`src/rtl/rotating_square_pkg.sv`:
```
// Shared types and segment codes for the rotating square sequencer.
// Segment codes are active-low {g,f,e,d,c,b,a}.
package rotating_square_pkg;

  typedef logic [2:0] pos_t;
  typedef logic [6:0] seg_t;

  localparam seg_t SEG_UPPER = 7'h1C;
  localparam seg_t SEG_LOWER = 7'h23;
  localparam seg_t SEG_BLANK = 7'h7F;

endpackage

```
`src/rtl/rotating_square_ctrl_tick_gen.sv`:
```
// tick_gen: enable-gated mod-DIV prescaler with synchronous clear.
// Ports: clk, rst (sync, high), en, clr in; tick out (en & cnt==DIV-1).
module tick_gen
  import rotating_square_pkg::*;
#(
  parameter int DIV = 4
) (
  input  logic clk,
  input  logic rst,
  input  logic en,
  input  logic clr,
  output logic tick
);

  localparam int CNT_W =
    $clog2(DIV) > 0 ? $clog2(DIV) : 1;
  localparam logic [CNT_W-1:0] LAST =
    CNT_W'(DIV - 1);

  logic [CNT_W-1:0] cnt;

  assign tick = en & (cnt == LAST);

  // Holding cnt while en is low keeps the
  // partial period intact across a freeze.
  always_ff @(posedge clk) begin
    if (rst || clr) begin
      cnt <= '0;
    end else if (tick) begin
      cnt <= '0;
    end else if (en) begin
      cnt <= cnt + 1'b1;
    end
  end

endmodule

```
`src/rtl/rotating_square_ctrl.sv`:
```
// Rotating square pattern sequencer for a 4-digit 7-seg multiplexer.
// Ports: clk_i, rst_i, en_i, cw_i, clr_i in; in0_o..in3_o, pos_o, step_o out.
module rotating_square_ctrl
  import rotating_square_pkg::*;
#(
  parameter int TICK_DIV = 50_000_000
) (
  input  logic       clk_i,
  input  logic       rst_i,
  input  logic       en_i,
  input  logic       cw_i,
  input  logic       clr_i,
  output logic [6:0] in0_o,
  output logic [6:0] in1_o,
  output logic [6:0] in2_o,
  output logic [6:0] in3_o,
  output logic [2:0] pos_o,
  output logic       step_o
);

  pos_t pos;
  logic step;
  logic tick;

  tick_gen #(
    .DIV (TICK_DIV)
  ) u_tick (
    .clk  (clk_i),
    .rst  (rst_i),
    .en   (en_i),
    .clr  (clr_i),
    .tick (tick)
  );

  // clr wins over a coincident tick.
  always_ff @(posedge clk_i) begin
    if (rst_i) begin
      pos  <= '0;
      step <= 1'b0;
    end else if (clr_i) begin
      pos  <= '0;
      step <= 1'b0;
    end else begin
      step <= tick;
      if (tick) begin
        pos <= cw_i ? pos + 3'd1
                    : pos - 3'd1;
      end
    end
  end

  seg_t d0, d1, d2, d3;

  // Upper half sweeps left to right,
  // lower half returns right to left.
  always_comb begin
    d0 = SEG_BLANK;
    d1 = SEG_BLANK;
    d2 = SEG_BLANK;
    d3 = SEG_BLANK;
    unique case (pos)
      3'd0: d3 = SEG_UPPER;
      3'd1: d2 = SEG_UPPER;
      3'd2: d1 = SEG_UPPER;
      3'd3: d0 = SEG_UPPER;
      3'd4: d0 = SEG_LOWER;
      3'd5: d1 = SEG_LOWER;
      3'd6: d2 = SEG_LOWER;
      3'd7: d3 = SEG_LOWER;
    endcase
  end

  assign in0_o  = d0;
  assign in1_o  = d1;
  assign in2_o  = d2;
  assign in3_o  = d3;
  assign pos_o  = pos;
  assign step_o = step;

endmodule

```
`config.mk`:
```
export PLATFORM = sky130hd
export DESIGN_NAME = rotating_square_ctrl
export DESIGN_NICKNAME = d
export VERILOG_FILES = /design/src/rtl/rotating_square_pkg.sv /design/src/rtl/rotating_square_ctrl_tick_gen.sv /design/src/rtl/rotating_square_ctrl.sv
export SDC_FILE = /design/constraint.sdc
export NUM_CORES = 1
export LEC_CHECK = 0
export CORE_MARGIN = 3
export CORE_UTILIZATION = 50
export DETAILED_ROUTE_END_ITERATION = 7
export PLACE_DENSITY = 0.77
export SYNTH_ARGS = -nofsm -noshare
export SYNTH_HDL_FRONTEND = slang
export SYNTH_SLANG_ARGS = --single-unit
```
`constraint.sdc`:
```
create_clock -name clk_i -period 3.9 [get_ports clk_i]
set_input_delay 1.17 -clock clk_i [delete_from_list [all_inputs] [get_ports clk_i]]
set_output_delay 1.17 -clock clk_i [all_outputs]
set_load 0.02 [all_outputs]
```
* Yosys cells after proc, flatten, opt, wreduce, memory -nomap -nowiden *
Index checks and enable logic that the tools add are counted.

word-level totals
  output and inout bits = 32
  word-level logic and storage cells = 24
  bits of input ports = 5
  bits in registers = 30

operators by class
  reduce and logical (&&, ||, !) cells = 4
  add/sub/neg operators = 3
  multiplexer cells = 5
  eq/ne operators = 8
  bitwise gates (word level) = 1

operators with widths
  operator                 number
  $pmux W7 S2              4
  $add A26 B1 Y26 const B  1
  $eq A26 B26 Y1 const B   1
  $eq A3 B3 Y1 const B     4
  $eq A3 B2 Y1 const B     2
  $reduce_or A2 Y1         2
  $add A3 B1 Y3 const B    1
  $eq A3 B1 Y1 const B     1
  $logic_not A3 Y1         1
  $mux W3                  1
  $sub A3 B1 Y3 const B    1
  $and A1 B1 Y1            1
  $logic_or A1 B1 Y1       1

* Logic depth before layout (Yosys ltp) *
  depth after elaboration = 3
  gate-level depth with buffers = 7
  depth with buffers taken out = 6

* Modules after synthesis *
From an unflattened synthesis, not the netlist that was laid out.

second synthesis, totals
  cells, all modules = 199
  area, all modules = 1791.7 µm²

modules (own cells, without submodules)
  module                area an instance (µm²)  cells an instance  sequential area each (µm²)  times used
  tick_gen              1307.5                  142                520.5                       1
  rotating_square_ctrl  484.2                   57                 80.1                        1

* Worst setup path after synthesis *
No wires, ideal clock.

  path kind = reg2out
  start point = register pos[0] (netlist: pos_o[0])
  end point = output in0_o[3]
  path buffers = 1
  stages on the path, launching flop included = 6
  required time = 2.730 ns
  slack = 1.058 ns
  arrival time = 1.672 ns
  cells stage by stage = dfxtp_1 inv_1 ha_1 mux2i_1 or2_2 buf_4

on the way
  word-level cells in the longest chain between the ends = 2
  elaborated cells between the ends (all ways) = 3
  classes of those cells = eq/ne (2); mux (1)

ends and longest elaborated chain
  item                                          RTL line                    RTL
  start: declaration                            rotating_square_ctrl.sv:21  pos_t pos;
  start signal: assignment                      rotating_square_ctrl.sv:46  pos <= cw_i ? pos + 3'd1
  $eq A3 B3 Y1 or $eq A3 B2 Y1 (tied branches)  rotating_square_ctrl.sv:61  unique case (pos)
  $pmux W7 S2 (*)                               rotating_square_ctrl.sv:61
  end: declaration                              rotating_square_ctrl.sv:13  output logic [6:0] in0_o,

Mark *: on every way between the ends. The rest lies on a longest branch, timed or not.

* Worst setup path after layout *
  start point = register pos[2] (netlist: pos_o[2])
  end point = output in0_o[3]

Same word-level chain as after synthesis.

==> flow_metrics.tcl <==
set metrics [dict create \
    status "completed" \
    hold_violations 0 \
    synth.cell_area_sq_um 1979 \
    drt_wl_total_um 4044 \
    synth_top_area_share_pct 30.34 \
    yosysWarningCount 0 \
    worst_setup_hold_path_clk_slew_ps 60 \
    ir_worst_vdd_v 0.0001724 \
    rsz0062_at_grt "false" \
    routedWlPerCell_um 14.19 \
    ys_top_cells_by_area "dfxtp_1 30%, buf_4 6.4%, ha_1 6.3%, xor2_1 4.4%, a211oi_2 3.8%" \
    die_area_sq_um 4750 \
    final_area_sq_um 2298 \
    n_fill_cell 331 \
    syn-num-nets 236 \
    period_share_pct 82.81 \
    pwr-share-clk_pct 44.8 \
    grt_max_degree 29 \
    min_path_cells 2 \
    gp_congestion 0.8040 \
    io_pins 37 \
    hp-class "flop to flop" \
    arrival_ps 2060 \
    cts_made_buffers 5 \
    drive_gt1_share_pct 13.92 \
    multi_input_area_sq_um 1149 \
    path_class "flop to output pin" \
    max_freq_ghz 0.3096 \
    core_area_sq_um 3744 \
    insertion_delay_ps 280 \
    seq_area_frac_synth_pct 30.34 \
    start_util_pct 52.87 \
    setup_viol 0 \
    worst_pin_slew_ps 605.1 \
    period_minus_slack_ps 3230 \
    dp_hpwl_um 2916 \
    required_ps 2730 \
    ys_seq_elements 30 \
    seq_power_share_pct 52.5 \
    hold_start "u_tick.cnt[15]$_SDFFE_PP0P_" \
    final_net_count 251 \
    placed_cell_area_sq_um 2203 \
    cts_hold_repair.buffers 0 \
    report.final.slew_viol_count 0 \
    syn_to_final_growth_pct 16.12 \
    yosysTopAreaCell "dfxtp_1" \
    fin_tns_setup_ps 0 \
    relSlewSlack_pct 59.66 \
    grt_usage_pct 18.65 \
    grt_pass1_wl_um 6686 \
    drc 0 \
    end_kind "output pin" \
    startpoint_type "flop" \
    p_switching_uw 130.9 \
    reg2reg_slack_ps 2020 \
    clockBufferDepth 2 \
    cts_root_buf "clkbuf_8" \
    die_h_um 68.92 \
    synth.distinct_cells 42 \
    fin_skew_ps 6.869 \
    cp_max_fo 10 \
    cts_resized 0 \
    yosys_most_used_dff "dfxtp_1" \
    dr.pass1.iters 4 \
    rows 22 \
    cts_sinks 30 \
    seq_area_sq_um 600.6 \
    synthArstFlopShare_pct 0 \
    comb_power_share_pct 2.7 \
    first_global_vias 1478 \
    synthesis.instances 221 \
    maxCapViolations 0 \
    n_antenna_cell 0 \
    powerDensity_nw_per_um2 255.0 \
    post_cts_buffers 0 \
    antenna_found_initial 0 \
    viasPerCell 5.726 \
    p_int_uw 455.3 \
    hold_end "u_tick.cnt[15]$_SDFFE_PP0P_" \
    grt_remaining_overflow 0 \
    first_iter_violations 82 \
    vias 1632 \
    port_buffers 36 \
    syn_avg_cell_area_sq_um 8.957 \
    leakagePower_uw 0.0007596 \
    ff2ff_path_depth 4 \
    tritoncts "done" \
    synth_edf_count 0 \
    r2r_start "u_tick.cnt[12]$_SDFFE_PP0P_" \
    r2r_end "u_tick.cnt[25]$_SDFFE_PP0P_" \
    ant_nets 0 \
    htreeDepth 2 \
    die_x_um 68.92 \
    sw_frac_of_total_pct 22.32 \
]
-- cell usage in the layout (no fill, tap or decap), drive strengths merged, types with 9 or more instances in the layout --
master,netlist,final
clkdlybuf4s50,0,36
dfxtp,30,30
nand2,21,21
a211oi,12,12
nor3,11,11
nand3,11,11
or4,11,11
xor2,10,10
ha,10,10
nand4,9,9
-- cell type report --
cell class,instances,area share (%)
inverter,5,0.8166
multi-input combinational,156,49.97
tap,48,2.613
clock buffer,6,3.593
timing repair buffer,38,16.33
clock inverter,2,0.5444
sequential,30,26.13
-- power by group through the flow --
stage	clock (uW)	sequential (uW)	combinational, uW
final	263	308	15.8
after detailed placement	0	315	16.1
after floorplan	0	314	9.21
after global placement	0	315	15.8
after global routing	281	308	17.4
after CTS	266	308	16.1
-- Yosys cell counts (6+ instances only) --
cell / count
a211oi_1: 6
a211oi_2: 6
buf_4: 17
dfxtp_1: 30
ha_1: 10
nand2_1: 19
nand3_1: 8
nand4_1: 8
nor2_1: 7
nor3_1: 11
o31ai_1: 8
or3_1: 6
or4_1: 7
xor2_1: 10
-- metrics by stage --
| stage | utilization, % | worst slack, ps | total power, uW | hold WS [ps] | instances |
|---|---|---|---|---|---|
| after floorplan | - | 1058 | 323.6 | 470.2 | 221 |
| after global placement | 58.86 | 786.7 | 330.4 | 491.8 | 277 |
| after detailed placement | 58.86 | 708.4 | 330.7 | 497.4 | 277 |
| after CTS | 61.40 | 652.4 | 590.2 | 506.9 | 285 |
| after global routing | 61.40 | 536.4 | 605.7 | 526.6 | 285 |
| final | 61.40 | 670.3 | 586.2 | 508.7 | 285 |
-- routing by layer --
metal,vias to the layer above,wire length (um),track usage (%)
met2,47,1976,32.98
met5,-,0,0
met3,7,229,4.376
met1,754,1773,21.76
li1,824,-,-
met4,0,64,6.813
-- cells by family (layout without fill, tap and decap cells) --
logic type	count (synthesis)	after routing	share of synthesized area (%)
compound gates	31	31	12.45
flops	30	30	30.34
mux	5	5	2.529
fa+ha+maj	10	10	6.321
buf+inv	35	51	11.88
simple gates	98	98	31.16
xor+xnor	12	12	5.310
-- sequential cells by signal, indices dropped and copies added, names as in the netlist --
name	flops
pos_o	3
u_tick.cnt	26
step_o	1
-- worst max-delay path by stage --
stage | startpoint | end | slack [ps] | cells after the start
after CTS | pos_o[2]$_SDFFE_PP0P_ | in0_o[3] | 650 | 4
after global placement | en_i | u_tick.cnt[23]$_SDFFE_PP0P_ | 790 | 5
after floorplan | pos_o[0]$_SDFFE_PP0P_ | in0_o[3] | 1060 | 5
after global routing | pos_o[2]$_SDFFE_PP0P_ | in0_o[4] | 540 | 4
after detailed placement | en_i | u_tick.cnt[19]$_SDFFE_PP0P_ | 710 | 5
final | pos_o[2]$_SDFFE_PP0P_ | in0_o[3] | 670 | 4
-- worst max-delay path, cell delays in order, from the launching register on --
cell             delay [ps]
dfxtp_1                 550
inv_1                   160
ha_1                    220
or2_2                   310
clkdlybuf4s50_1         540
No activity file was read; power rests on OpenSTA's default activity.
